## src/rtl/nrisc_int_ctrl_pkg.sv

```systemverilog
// Shared constants, register map and FSM encoding for the NRISC interrupt controller.
// Optional build macro used by the top: NRISC_INT_LEVEL_EN.
package nrisc_int_ctrl_pkg;

    localparam int TAM  = 16;
    localparam int N_CH = 8;
    localparam int CH_W = 3;

    localparam logic [1:0] REG_MASK = 2'd0;
    localparam logic [1:0] REG_PEND = 2'd1;
    localparam logic [1:0] REG_STAT = 2'd2;
    localparam logic [1:0] REG_TRIG = 2'd3;

    typedef enum logic [1:0] {
        IDLE    = 2'd0,
        REQ     = 2'd1,
        SERVICE = 2'd2
    } state_t;

    function automatic logic [N_CH-1:0] ch_onehot(input logic [CH_W-1:0] ch);
        logic [N_CH-1:0] v;
        v     = '0;
        v[ch] = 1'b1;
        return v;
    endfunction

endpackage

```

## src/rtl/nrisc_int_ctrl_if.sv

```systemverilog
// Core-side bus of the interrupt controller: register window plus the
// request/acknowledge/end-of-interrupt handshake.
interface nrisc_int_ctrl_if;
    import nrisc_int_ctrl_pkg::*;

    logic [1:0]     reg_addr;
    logic [TAM-1:0] reg_wdata;
    logic           reg_write;
    logic           reg_load;
    logic [TAM-1:0] reg_rdata;
    logic [7:0]     int_ch;
    logic           int_flag;
    logic           int_ack;
    logic           int_eoi;

    modport master (
        output reg_addr, reg_wdata, reg_write, reg_load, int_ack, int_eoi,
        input  reg_rdata, int_ch, int_flag
    );

    modport slave (
        input  reg_addr, reg_wdata, reg_write, reg_load, int_ack, int_eoi,
        output reg_rdata, int_ch, int_flag
    );

endinterface

```

## src/rtl/nrisc_int_ctrl_prio.sv

```systemverilog
// Fixed-priority encoder: reports the lowest set request index and whether
// any request is set.
module nrisc_int_prio
    import nrisc_int_ctrl_pkg::*;
(
    input  logic [N_CH-1:0] req,
    output logic [CH_W-1:0] idx,
    output logic            valid
);

    // Scan high to low so the last hit, the lowest index, wins.
    always_comb begin
        idx = '0;
        for (int i = N_CH - 1; i >= 0; i--) begin
            if (req[i]) idx = CH_W'(i);
        end
    end

    assign valid = |req;

endmodule

```

## src/rtl/nrisc_int_ctrl.sv

```systemverilog
// NRISC interrupt controller: synchronise and edge-detect requests, latch pending,
// mask, prioritise and run the ack/EOI handshake. NRISC_INT_LEVEL_EN adds TRIG.
module nrisc_int_ctrl
    import nrisc_int_ctrl_pkg::*;
(
    input  logic            clk,
    input  logic            rst,
    input  logic [N_CH-1:0] irq_in,
    nrisc_int_ctrl_if.slave bus
);

    logic [N_CH-1:0] sync1_reg, sync2_reg, prev_reg;
    logic [N_CH-1:0] mask_reg, pend_reg, pend_next;
    logic [N_CH-1:0] trig, edge_det, pend_set, pend_clr, w1c, ack_clr;
    logic [CH_W-1:0] ch_reg, winner;
    logic            any_eligible, ack_take, withdraw, busy, flag;
    logic            wr_mask, wr_pend;
    logic [TAM-1:0]  rdata_reg, rdata_next;
    state_t          state_reg, state_next;
    logic            unused_wdata;

    assign wr_mask      = bus.reg_write && (bus.reg_addr == REG_MASK);
    assign wr_pend      = bus.reg_write && (bus.reg_addr == REG_PEND);
    assign unused_wdata = ^bus.reg_wdata[TAM-1:N_CH];

`ifdef NRISC_INT_LEVEL_EN
    logic [N_CH-1:0] trig_reg;
    logic            wr_trig;

    assign wr_trig = bus.reg_write && (bus.reg_addr == REG_TRIG);

    always_ff @(posedge clk) begin
        if (rst)          trig_reg <= '0;
        else if (wr_trig) trig_reg <= bus.reg_wdata[N_CH-1:0];
    end

    assign trig = trig_reg;
`else
    assign trig = '0;
`endif

    assign edge_det = sync2_reg & ~prev_reg;
    assign withdraw = (state_reg == REQ) && !mask_reg[ch_reg];
    assign ack_take = (state_reg == REQ) && mask_reg[ch_reg] && bus.int_ack;
    assign ack_clr  = ack_take ? ch_onehot(ch_reg) : '0;
    assign w1c      = wr_pend ? bus.reg_wdata[N_CH-1:0] : '0;

    // Set beats clear, so a fresh edge or a held level survives W1C and ack.
    generate
        for (genvar gi = 0; gi < N_CH; gi++) begin : g_pend
            assign pend_set[gi]  = edge_det[gi] | (trig[gi] & sync2_reg[gi]);
            assign pend_clr[gi]  = w1c[gi] | ack_clr[gi];
            assign pend_next[gi] = pend_set[gi] | (pend_reg[gi] & ~pend_clr[gi]);
        end
    endgenerate

    nrisc_int_prio u_prio (
        .req   (pend_reg & mask_reg),
        .idx   (winner),
        .valid (any_eligible)
    );

    always_ff @(posedge clk) begin
        if (rst) state_reg <= IDLE;
        else     state_reg <= state_next;
    end

    always_comb begin
        state_next = state_reg;
        case (state_reg)
            IDLE:    if (any_eligible) state_next = REQ;
            REQ: begin
                if (withdraw)         state_next = IDLE;
                else if (bus.int_ack) state_next = SERVICE;
            end
            SERVICE: if (bus.int_eoi) state_next = IDLE;
            default: state_next = IDLE;
        endcase
    end

    always_comb begin
        flag = (state_reg == REQ);
        busy = (state_reg != IDLE);
    end

    always_comb begin
        rdata_next = '0;
        case (bus.reg_addr)
            REG_MASK: rdata_next[N_CH-1:0] = mask_reg;
            REG_PEND: rdata_next[N_CH-1:0] = pend_reg;
            REG_STAT: begin
                rdata_next[0]        = busy;
                rdata_next[1]        = flag;
                rdata_next[8+:CH_W]  = ch_reg;
            end
            default:  rdata_next[N_CH-1:0] = trig;
        endcase
    end

    always_ff @(posedge clk) begin
        if (rst) begin
            sync1_reg <= '0;
            sync2_reg <= '0;
            prev_reg  <= '0;
            pend_reg  <= '0;
            mask_reg  <= '0;
            ch_reg    <= '0;
            rdata_reg <= '0;
        end else begin
            sync1_reg <= irq_in;
            sync2_reg <= sync1_reg;
            prev_reg  <= sync2_reg;
            pend_reg  <= pend_next;
            if (wr_mask)                          mask_reg  <= bus.reg_wdata[N_CH-1:0];
            if ((state_reg == IDLE) && any_eligible) ch_reg <= winner;
            if (bus.reg_load)                     rdata_reg <= rdata_next;
        end
    end

    assign bus.int_flag  = flag;
    assign bus.int_ch    = {{(8-CH_W){1'b0}}, ch_reg};
    assign bus.reg_rdata = rdata_reg;

endmodule

```

## src/flat_wrapper.sv

```systemverilog
// flat-port wrapper written by rule: the top's interface ports become plain ports
module nrisc_int_ctrl_flat import nrisc_int_ctrl_pkg::*;
  (clk, rst, irq_in, bus_reg_addr, bus_reg_wdata, bus_reg_write, bus_reg_load, bus_int_ack, bus_int_eoi, bus_reg_rdata, bus_int_ch, bus_int_flag);
  nrisc_int_ctrl_if bus_i ();
  input  logic clk;
  input  logic rst;
  input  logic [N_CH-1:0] irq_in;
  input wire logic [$bits(bus_i.reg_addr)-1:0] bus_reg_addr;
  input wire logic [$bits(bus_i.reg_wdata)-1:0] bus_reg_wdata;
  input wire logic [$bits(bus_i.reg_write)-1:0] bus_reg_write;
  input wire logic [$bits(bus_i.reg_load)-1:0] bus_reg_load;
  input wire logic [$bits(bus_i.int_ack)-1:0] bus_int_ack;
  input wire logic [$bits(bus_i.int_eoi)-1:0] bus_int_eoi;
  output wire logic [$bits(bus_i.reg_rdata)-1:0] bus_reg_rdata;
  output wire logic [$bits(bus_i.int_ch)-1:0] bus_int_ch;
  output wire logic [$bits(bus_i.int_flag)-1:0] bus_int_flag;
  assign bus_i.reg_addr = bus_reg_addr;
  assign bus_i.reg_wdata = bus_reg_wdata;
  assign bus_i.reg_write = bus_reg_write;
  assign bus_i.reg_load = bus_reg_load;
  assign bus_i.int_ack = bus_int_ack;
  assign bus_i.int_eoi = bus_int_eoi;
  assign bus_reg_rdata = bus_i.reg_rdata;
  assign bus_int_ch = bus_i.int_ch;
  assign bus_int_flag = bus_i.int_flag;
  nrisc_int_ctrl u_core (.clk(clk), .rst(rst), .irq_in(irq_in), .bus(bus_i));
endmodule
```

## config.mk

```make
export PLATFORM = sky130hd
export DESIGN_NAME = nrisc_int_ctrl_flat
export DESIGN_NICKNAME = d
export VERILOG_FILES = /design/src/rtl/nrisc_int_ctrl_pkg.sv /design/src/rtl/nrisc_int_ctrl_if.sv /design/src/rtl/nrisc_int_ctrl_prio.sv /design/src/rtl/nrisc_int_ctrl.sv /design/src/flat_wrapper.sv
export SDC_FILE = /design/constraint.sdc
export NUM_CORES = 1
export LEC_CHECK = 0
export ABC_AREA = 0
export BUFFER_PORTS_ARGS = -buffer_cell sky130_fd_sc_hd__buf_4
export CORE_MARGIN = 2
export CORE_UTILIZATION = 52
export DETAILED_ROUTE_END_ITERATION = 6
export HOLD_SLACK_MARGIN = 0.1
export PLACE_DENSITY = 0.85
export SLEW_MARGIN = 0
export SYNTH_ARGS = -nofsm -noshare
export SYNTH_HDL_FRONTEND = slang
export SYNTH_SLANG_ARGS = --single-unit
export TNS_END_PERCENT = 30
```

## constraint.sdc

```tcl
create_clock -name clk -period 1.95 [get_ports clk]
set_clock_uncertainty 0.15 [all_clocks]
set_input_delay 0.0975 -clock clk [delete_from_list [all_inputs] [get_ports clk]]
set_output_delay 0.0975 -clock clk [all_outputs]
set_load 0.005 [all_outputs]
```

* Word-level counts from Yosys, hierarchy flattened
Index checks and enable logic that the tools add are counted.
** Word-level totals
- Output and inout bits :: 25
- Memories kept :: 0
- RAM bits :: 0
- Bits in latches :: 0
- Memory bits (read-only) :: 0
- Register bits after elaboration :: 56
** Operators by class
- Reductions and logical operators :: 13
- Bitwise logic cells :: 35
- Shift-type cells :: 0
- Eq/ne operators :: 7
- $lt $le $gt $ge :: 2
- Multiplexer cells :: 22
- Multiply operators :: 0
- Divide/modulo/power cells :: 0
- Add/subtract/negate cells :: 0
** Operators with widths (count)
- two-way mux 3 bit :: 9
- AND 8 bit :: 2
- two-way mux 8 bit :: 2
- bitwise OR 1 bit :: 16
- one-hot mux 2 bit (3 select lines) :: 2
- one-hot mux 6 bit (2 select lines) :: 1
- AND 1 bit :: 8
- two-way mux 2 bit :: 4
- inverter 1 bit :: 8
- inverter 8 bit :: 1
- OR reduction 8 bit :: 1
- logical AND 1 bit :: 7
- equality test 2 x 1 -> 1 bit (second input constant) :: 2
- equality test 2 bit (second input constant) :: 2
- zero test 2 bit :: 2
- less-than comparator 3 x 4 -> 1 bit (second input constant) :: 1
- binary-select mux 1 bit (select 3 bit) :: 1
- demux 1 bit (select 3 bit) :: 1
- >= comparator 3 x 1 -> 1 bit (second input constant) :: 1
- != test 3 x 2 -> 1 bit (second input constant) :: 1
- AND reduction 3 bit :: 1
- two-way mux 1 bit :: 2
- != test 2 x 1 -> 1 bit (second input constant) :: 1
- != test 2 bit (second input constant) :: 1
- 2 further kinds :: 2

* Logic depth before layout (Yosys ltp)
- Depth after elaboration :: 9
- Depth in mapped cells :: 6

* Hierarchy
Synthesis repeated with hierarchy kept, for this count alone.
** Second synthesis, totals
- Cell total of the unflattened synthesis :: 258
- Area, all modules :: 2392.3 um^2
** Modules (own cells, without submodules)
- nrisc_int_ctrl :: cells an instance 245, area each 2311.0 um^2, times used 1
- nrisc_int_prio :: cells an instance 13, area each 81.3 um^2, times used 1

* Worst setup path before layout
Ideal clock, no wire load.
- Path type :: reg-to-reg
- From :: reg u_core.ch_reg[0]
- To :: reg u_core.state_reg[1]
- Required time :: 1.716 ns
- Cell stages (with the launch flop) :: 5
- Data arrival time :: 1.237 ns
- Period minus slack after synthesis :: 1.471 ns
- Slack :: 0.479 ns
- Cells stage by stage :: dfxtp_1 > buf_6 > mux2i_1 > mux4_2 > o31ai_2
** On the way
- Longest elaborated chain between the ends :: 6
** Ends and longest elaborated chain
- start, declared :: RTL line nrisc_int_ctrl.sv:15 : logic [CH_W-1:0] ch_reg, winner;
- start signal, assigned :: RTL line nrisc_int_ctrl.sv:115 : if ((state_reg == IDLE) && any_eligible) ch_reg <= winner;
- binary-select mux 1 bit (select 3 bit) * :: RTL line nrisc_int_ctrl.sv:43 : assign withdraw = (state_reg == REQ) && !mask_reg[ch_reg];
- two-way mux 1 bit (implied by the code) * :: RTL line nrisc_int_ctrl.sv:43
- zero test 1 bit * :: RTL line nrisc_int_ctrl.sv:43
- logical AND 1 bit * :: RTL line nrisc_int_ctrl.sv:43
- != test 3 x 2 -> 1 bit (no source line) or two-way mux 2 bit (tied branches)
- AND reduction 3 bit (no source line) or one-hot mux 2 bit (3 select lines) (tied branches)
- end signal, assigned :: RTL line nrisc_int_ctrl.sv:65 : else state_reg <= state_next;
- end, declared :: RTL line nrisc_int_ctrl.sv:19 : state_t state_reg, state_next;
Mark *: on every way between the ends. The rest lies on a longest branch, timed or not. The select of a mux whose other input is x is not followed.
A chain may end at the register's enable or synchronous reset.

* Worst setup path in the final report
- From :: in rst
- To :: reg u_core.rdata_reg[0] (netlist: u_core.bus.reg_rdata[0])
** RTL lines
- start, declared :: RTL line flat_wrapper.sv:6 : input logic rst;
- end signal, assigned :: RTL line nrisc_int_ctrl.sv:116 : if (bus.reg_load) rdata_reg <= rdata_next;
- end, declared :: RTL line nrisc_int_ctrl.sv:18 : logic [TAM-1:0] rdata_reg, rdata_next;
No word-level cell between the ends.

==> metrics.yaml <==
grt_pass1_wl_microns: 8510
critPathKind: "in2reg"
cts.sinks: 56
hold_class: "in2reg"
syn_avg_cell_area_sq_um: 9.56
grt_pass1_vias: 1925
die_h_microns: 71.3
drt-total-wl_microns: 5060
nets: 347
drtIter0Drc: 139
h-tree-depth: 2
postRouteAntennaNets: 0
synthesis.area_sq_um: 2350
core_region_area_sq_um: 4350
hold_violations: 0
ys_seq_area_share_pct: 47.7
largest_register_ffs: 11
antenna_cells: 0
rsz0062_at_grt: "no"
post_cts_buffers: 0
overflow: 0
die_area_sq_um: 5080
m1WireLength_microns: 2170
start_util_pct: 54.0
dpl.hpwl_microns: 3280
cts-root-buf: "clkbuf_8"
ys_top_cells_by_count: "56 x dfxtp_1, 37 x nor2b_1, 21 x nor2_1"
final.min_clock_period_ps: 1820
yosys.area.top_type: "dfxtp_1"
grt_max_degree: 36
yosys_warnings: 0
antenna_found_initial: 0
status: "finished, final reports clean"
cp-end-kind: "flop"
fin_setup_tns_ps: 0
io_buffer_count: 38
r2r_cells: 5
startpoint_type: "input port"
vdd_drop_max_mv: 0.625
synth_edf_count: 0
met2WireLength_microns: 2660
dr_wl_met3_microns: 157
top_layer: "met4"
reg2reg_to: "u_core.bus.reg_rdata[0]"
maxCapViolCount: 0
place_congestion: 0.897
rows: 24
critPathLaunch: "rst"
wire_per_inst_microns: 13.8
viasPerCell: 5.16
final-setup-viol-count: 0
cts.clk_slew.worst_paths_ps: 100
endpoint: "u_core.bus.reg_rdata[0]"
synthCells: 246
die-width_microns: 71.3
drive_gt1_share_pct: 17.7
placed_area_sq_um: 2600
finalMaxSlewViolations: 0
syn_to_final_growth_pct: 30.6
stdcell_area_sq_um: 3070
cts_tree: "yes"
fmax_ghz: 0.551
numCtsBuffers: 5
drc_errors: 0
ys_types: 42
rrSetupSlack_ps: 170
r2r_start: "u_core.mask_reg[0]"
clockBufferDepth: 2
layout_worst_path_cycle_share_pct: 93.1
cp_max_fo: 35
synth_top_area_share_pct: 47.7
p_leak_uw: 0.00131
grt.total_usage_pct: 21.1
clk-insertion-delay-late_ps: 320
ys_top_cells_by_area: "dfxtp_1 48%, nor2b_1 9.8%, mux2i_1 5.5%, nor2_1 3.4%, buf_4 3.2%"
yosys_register_bits: 56
worstPathRequired_ps: 2010
drt_pass1_iterations: 4
crit_arrival_ps: 1880
powerDensity_nw_per_um2: 686
ys_async_sr_fraction_pct: 0
synth_ff_type: "dfxtp_1"
yosysMostFrequentCell: "dfxtp_1"
via_count: 1898
ios: 57
==> worst max-delay path, stage by stage <==
cell and delay, ps:
dlygate4sd3_1 540, buf_4 330, buf_4 290, a211oi_1 60
dlygate4sd3_1 560
==> cell type report <==
type                            instances  area (sq um)
Fill cell                             337          1280
Sequential cell                        56          1120
Multi-Input combinational cell        170          1100
Timing Repair Buffer                   77           671
Clock buffer                            5          68.8
Tap cell                               52          65.1
Clock inverter                          3          25.0
Inverter                                5          18.8
==> placed cells by master (no fill, tap or decap), drive strengths merged, types with 7 or more instances in the layout <==
cell type / n
conb: 10
mux2i: 13
inv: 7
a21oi: 13
nor2b: 37
buf: 40
dlygate4sd3: 37
nand2: 14
dfxtp: 56
nor2: 21
nand3: 7
==> per-stage QoR <==
step	utilization, %	hold WS [ps]	power (uW)	setup WS (ps)	instances
3_3_place_gp	59.8	158	1400	194	323
2_1_floorplan	-	26.6	1350	479	255
3_5_place_dp	59.8	162	1410	129	323
4_1_cts	70.5	112	2110	99.3	368
5_1_grt	70.5	137	2180	8.05	368
6_report	70.5	109	2110	134	368
==> cells by family (layout without fill, tap and decap cells) <==
logic type	Yosys count	in the layout	synth area share (%)
AOI/OAI and AO/OA	38	38	11.9
and+or+nand+nor	102	102	23.8
other	1	10	0.159
muxes	20	20	9.36
buffers and inverters	29	90	7.07
DFF	56	56	47.7
==> timing repair <==
item,CTS,global route
resized for setup,0,3
endpoints found under the hold margin,52,0
setup endpoints to repair,0,1
hold buffers,37,0
==> worst min-delay path by stage <==
stage                                from                      end  slack, ps  cells past startpoint
final                     bus_reg_addr[0]  u_core.bus.reg_rdata[1]        110                      4
after global routing      bus_reg_addr[0]  u_core.bus.reg_rdata[1]        140                      4
after CTS                 bus_reg_addr[0]  u_core.bus.reg_rdata[1]        110                      4
after global placement          irq_in[6]      u_core.sync1_reg[6]        160                      2
after floorplan                       rst       u_core.prev_reg[1]         30                      1
after detailed placement        irq_in[1]      u_core.sync1_reg[1]        160                      2
==> layer usage <==
metal / up-vias / track usage (%)
li1: 970 / -
met1: 887 / 23.7
met2: 32 / 39.4
met3: 9 / 3.94
met4: 0 / 7.34
met5: - / 0
==> power breakdown <==
part | internal [uW] | leakage (uW) | switching (uW) | total, uW
logic | 133 | 0.000802 | 94.6 | 227
clock network | 263 | 0.0000452 | 405 | 668
registers | 1180 | 0.000459 | 28.7 | 1210
(Power assumes the default switching activity.)
